--- src/rtl/uart_pkg.sv ---
// Shared UART TX definitions: FSM state encoding, parity types and line levels.
package uart_pkg;

    typedef enum logic [2:0] {
        ST_IDLE   = 3'd0,
        ST_START  = 3'd1,
        ST_DATA   = 3'd2,
        ST_PARITY = 3'd3,
        ST_STOP   = 3'd4
    } uart_state_t;

    localparam logic PAR_EVEN = 1'b0;
    localparam logic PAR_ODD  = 1'b1;
    localparam logic IDLE_LVL = 1'b1;

    // data_xor is the XOR reduction of the payload; odd parity inverts it.
    function automatic logic parity_bit(input logic data_xor, input logic par_typ);
        logic p;
        case (par_typ)
            PAR_EVEN: p = data_xor;
            PAR_ODD:  p = ~data_xor;
            default:  p = data_xor;
        endcase
        return p;
    endfunction

endpackage

--- src/rtl/uart_bit_timer.sv ---
// Free-running bit timer, period CLKS_PER_BIT; clr restarts the count at a byte load.
module uart_bit_timer #(
    parameter int CLKS_PER_BIT = 16,
    parameter int CNT_WIDTH    = $clog2(CLKS_PER_BIT)
) (
    input  logic clk,
    input  logic rst,
    input  logic clr,
    output logic tick
);

    localparam logic [CNT_WIDTH-1:0] CNT_MAX = CNT_WIDTH'(CLKS_PER_BIT - 1);

    logic [CNT_WIDTH-1:0] cnt_reg;

    always_ff @(posedge clk or posedge rst) begin
        if (rst) begin
            cnt_reg <= '0;
        end else if (clr || (cnt_reg == CNT_MAX)) begin
            cnt_reg <= '0;
        end else begin
            cnt_reg <= cnt_reg + CNT_WIDTH'(1);
        end
    end

    // Because clr lands the count at 0 in the load cycle, tick falls in the
    // second-to-last cycle of every bit, giving the FSM one cycle of look-ahead.
    assign tick = (cnt_reg == CNT_MAX);

endmodule

--- src/rtl/fifo_uart_tx.sv ---
// FIFO read-side UART transmitter: pops a byte when idle/at stop end and sends start, data, parity, stop.
module fifo_uart_tx
    import uart_pkg::*;
#(
    parameter int DATA_WIDTH   = 8,
    parameter int CLKS_PER_BIT = 16,
    parameter int CNT_WIDTH    = $clog2(CLKS_PER_BIT)
) (
    input  logic                  clk,
    input  logic                  rst,
    input  logic                  en,
    input  logic                  par_en,
    input  logic                  par_typ,
    input  logic                  fifo_empty,
    input  logic [DATA_WIDTH-1:0] fifo_rd_data,
    output logic                  fifo_rd_inc,
    output logic                  tx_out,
    output logic                  busy,
    output logic                  frame_done
);

    localparam int IDX_W = (DATA_WIDTH > 1) ? $clog2(DATA_WIDTH) : 1;
    localparam logic [IDX_W-1:0] IDX_LAST = IDX_W'(DATA_WIDTH - 1);

    uart_state_t           state_reg;
    logic [DATA_WIDTH-1:0] shift_reg;
    logic [IDX_W-1:0]      idx_reg;
    logic                  par_reg;
    logic                  par_en_reg;
    logic                  loading_reg;
    logic                  last_reg;
    logic                  tx_reg;
    logic                  busy_reg;
    logic                  done_reg;
    logic                  rd_inc_reg;
    logic                  tick;
    logic                  load_go;

    // Decided one cycle ahead so the pop strobe is registered yet coincides with
    // the load cycle (an idle cycle, or the final stop cycle for back-to-back frames).
    assign load_go = en && !fifo_empty &&
                     (((state_reg == ST_IDLE) && !loading_reg) ||
                      ((state_reg == ST_STOP) && tick));

    uart_bit_timer #(
        .CLKS_PER_BIT (CLKS_PER_BIT),
        .CNT_WIDTH    (CNT_WIDTH)
    ) u_bit_timer (
        .clk  (clk),
        .rst  (rst),
        .clr  (load_go),
        .tick (tick)
    );

    always_ff @(posedge clk or posedge rst) begin
        if (rst) begin
            state_reg   <= ST_IDLE;
            shift_reg   <= '0;
            idx_reg     <= '0;
            par_reg     <= 1'b0;
            par_en_reg  <= 1'b0;
            loading_reg <= 1'b0;
            last_reg    <= 1'b0;
            tx_reg      <= IDLE_LVL;
            busy_reg    <= 1'b0;
            done_reg    <= 1'b0;
            rd_inc_reg  <= 1'b0;
        end else begin
            rd_inc_reg  <= load_go;
            loading_reg <= load_go;
            last_reg    <= tick;
            done_reg    <= (state_reg == ST_STOP) && tick;

            if (load_go) begin
                shift_reg  <= fifo_rd_data;
                par_en_reg <= par_en;
                par_reg    <= parity_bit(^fifo_rd_data, par_typ);
                busy_reg   <= 1'b1;
            end

            case (state_reg)
                ST_IDLE: begin
                    if (loading_reg) begin
                        state_reg <= ST_START;
                        tx_reg    <= 1'b0;
                    end
                end
                ST_START: begin
                    if (last_reg) begin
                        state_reg <= ST_DATA;
                        tx_reg    <= shift_reg[0];
                        shift_reg <= shift_reg >> 1;
                        idx_reg   <= '0;
                    end
                end
                ST_DATA: begin
                    if (last_reg) begin
                        if (idx_reg == IDX_LAST) begin
                            idx_reg <= '0;
                            if (par_en_reg) begin
                                state_reg <= ST_PARITY;
                                tx_reg    <= par_reg;
                            end else begin
                                state_reg <= ST_STOP;
                                tx_reg    <= IDLE_LVL;
                            end
                        end else begin
                            idx_reg   <= idx_reg + IDX_W'(1);
                            tx_reg    <= shift_reg[0];
                            shift_reg <= shift_reg >> 1;
                        end
                    end
                end
                ST_PARITY: begin
                    if (last_reg) begin
                        state_reg <= ST_STOP;
                        tx_reg    <= IDLE_LVL;
                    end
                end
                ST_STOP: begin
                    if (last_reg) begin
                        if (loading_reg) begin
                            state_reg <= ST_START;
                            tx_reg    <= 1'b0;
                        end else begin
                            state_reg <= ST_IDLE;
                            busy_reg  <= 1'b0;
                        end
                    end
                end
                default: begin
                    state_reg <= ST_IDLE;
                    tx_reg    <= IDLE_LVL;
                end
            endcase
        end
    end

    assign fifo_rd_inc = rd_inc_reg;
    assign tx_out      = tx_reg;
    assign busy        = busy_reg;
    assign frame_done  = done_reg;

endmodule
--- config.mk ---
export PLATFORM = sky130hd
export DESIGN_NAME = fifo_uart_tx
export DESIGN_NICKNAME = d
export VERILOG_FILES = /design/src/rtl/uart_pkg.sv /design/src/rtl/uart_bit_timer.sv /design/src/rtl/fifo_uart_tx.sv
export SDC_FILE = /design/constraint.sdc
export NUM_CORES = 1
export LEC_CHECK = 0
export CORE_AREA = 2 2 61 63
export CTS_CLUSTER_SIZE = 20
export DETAILED_ROUTE_END_ITERATION = 6
export DIE_AREA = 0 0 63 65
export GPL_ROUTABILITY_DRIVEN = 0
export MAX_ROUTING_LAYER = met4
export PLACE_DENSITY_LB_ADDON = 0.12
export SKIP_CTS_REPAIR_TIMING = 1
export SYNTH_ARGS = -nofsm -noshare
export SYNTH_HDL_FRONTEND = slang
export SYNTH_SLANG_ARGS = --single-unit
--- constraint.sdc ---
create_clock -name clk -period 3.1 [get_ports clk]
set_input_delay 0.465 -clock clk [delete_from_list [all_inputs] [get_ports clk]]
set_output_delay 0.465 -clock clk [all_outputs]
set_load 0.005 [all_outputs]
==> qor.txt <==
CTS root buf = clkbuf_4
most frequent cell after synthesis = dfrtp_1
drt pass-1 iters = 4
Synth async-reset ratio = 100%
final hold viol count = 0
ratio of cells with drive above 1 in the final layout = 8.11%
largest net degree at the start of global routing = 26
Worst Setup Slack, final = 972 ps
CTS HTree Levels = 1
Synth area leaders = dfrtp_1 (45%), mux2i_1 (6.8%), a21oi_1 (4.9%)
port bufs = 17
WS Path Type = register to register
final worst path period need = 2130 ps
Post-synth EDFFs = 0
clk_skew = 10.2 ps
dpl hpwl = 1740 um
Reg clk slew, reported paths = 140 ps
Die Y = 65 um
final setup vio count = 0
Setup WS pre-CTS = 693 ps
n_diodes = 0
worst-skew pair later-pin latency = 320 ps
flops & latches, synth = 25
DRC errors left = 0
RSZ-0062 raised after global routing = false
final slew viol count = 0
CP Capture Type = register
Reg area = 627 sq um
Pwr per Cell Area = 772 nW/um^2
Gate Count Post-Synth = 131
HP Class = register to register
initial antenna violation count = 0
IO Count = 18
Initial Utilization = 38.0%
crit path DAT = 2300 ps
status = finished clean
CP startpoint kind = register
sequential-to-total area share from yosys stat = 47.1%
Inserted Clock Buffers = 3
LEAKAGE = 0.655 nW
Tcrit/Tclk final = 68.6%
vias per cell = 5.05
Synth top area share = 45.2%
WL final = 2450 um
Slew headroom = 34.1%
DR WL/cell = 12.5 um
layout net count = 166
Final Core Density = 44.9%
gr usage total = 13.6%
total power = 0.00121 W
VDD IR max = 0.318 mV
largest area contributor in the netlist = dfrtp_1
synth warn = 0
TritonCTS clock tree = built
starting DRC count in detailed routing = 60
syn avg cell area = 10.2 sq um
synthesized cell area = 1330 sq um
total gr overflow = 0
Longest Clk Path Bufs = 2
setup TNS = 0 ps
row count = 22
layout overhead on the synthesized area = 18.0%
clk sink count = 25
Post-synth top cells = dfrtp_1 (24), a21oi_1 (13), nor2_1 (11)
die width = 63 um
Post-synth top flop = dfrtp_1
Largest register FFs = 8
Post-DRT Antenna Nets = 0
global-route wire length before repair = 4280 um
Slew @ Worst Pin = 981 ps
vias in the first global route = 957
synth unique cells = 33
fill count = 354
core footprint = 3500 sq um
footprint of the multi-input gates = 647 sq um
Post-Syn Nets = 148
fmax = 0.470 GHz
worst-path fanout max = 17
Max Cap Viol = 0
die area = 4100 sq um
Critical Path RT = 3280 ps
vias = 989
[metrics by stage]
stage / cell area, sq um / hold slack [ps] / std cells
2_1_floorplan: 1330 / 461 / 131
3_3_place_gp: 1540 / 489 / 192
3_5_place_dp: 1540 / 491 / 192
4_1_cts: 1570 / 512 / 196
5_1_grt: 1570 / 527 / 196
6_report: 1570 / 511 / 196
[where the power goes]
part | total [W] | internal [W] | switching (W)
Combinational | 0.000476 | 0.000260 | 0.000216
Clock | 0.000147 | 0.0000483 | 0.0000983
Sequential | 0.000589 | 0.000458 | 0.000131
Total | 0.00121 | 0.000766 | 0.000445
[placed cells by master, fill, tap and decap left out, types with 6 or more instances in the layout]
cell type        Yosys  final
dfrtp_1             24     24
inv_1                8      8
nor2_1              11     11
xnor2_1              6      6
nand2_1              9      9
nor2b_1              7      7
clkdlybuf4s50_1      0     17
a21oi_1             13     13
o21ai_0              8      8
mux2i_1              9      9
[area by class of cell]
type	instances	area share (%)
well taps	48	3.83
clock inverters	1	0.319
inverters	8	1.91
clock buffers	3	1.44
repair buffers	18	11.3
flip-flops and latches	25	40.0
multi-input cells	93	41.2
[worst max-delay path, cell delays in order, from the launching register on]
cell	delay, ps
dfrtp_1	580
or4b_4	570
a211oi_4	210
buf_4	280
mux2i_1	250
a21oi_2	70
[worst paths after layout]
check	from	endpoint	slack, ps	cells after the start
max in group asynchronous	rst	idx_reg[1]	1870	2
hold / removal	u_bit_timer.cnt_reg[0]	u_bit_timer.cnt_reg[0]	510	1
min in group asynchronous	rst	u_bit_timer.cnt_reg[0]	640	2
hold reg to reg	u_bit_timer.cnt_reg[0]	u_bit_timer.cnt_reg[0]	510	1
setup reg to reg	state_reg[1]	shift_reg[5]	970	5
setup / recovery	state_reg[1]	shift_reg[5]	970	5
[routing by layer]
layer  vias to the layer above  wire, um  global-route usage (%)
li1                        496         -                       -
met1                       476      1160                    17.6
met2                        13      1170                    21.5
met3                         4        82                    2.26
met4                         0        32                    5.00
met5                         -         0                       -
[kinds of logic after synthesis]
logic type / synth area share, %
simple gates: 13.9
xor+xnor: 6.30
mux: 9.31
compound gates: 16.3
buf+inv: 4.23
flops: 47.1
fa+ha+maj: 2.82
No activity file was read; power rests on OpenSTA's default activity.
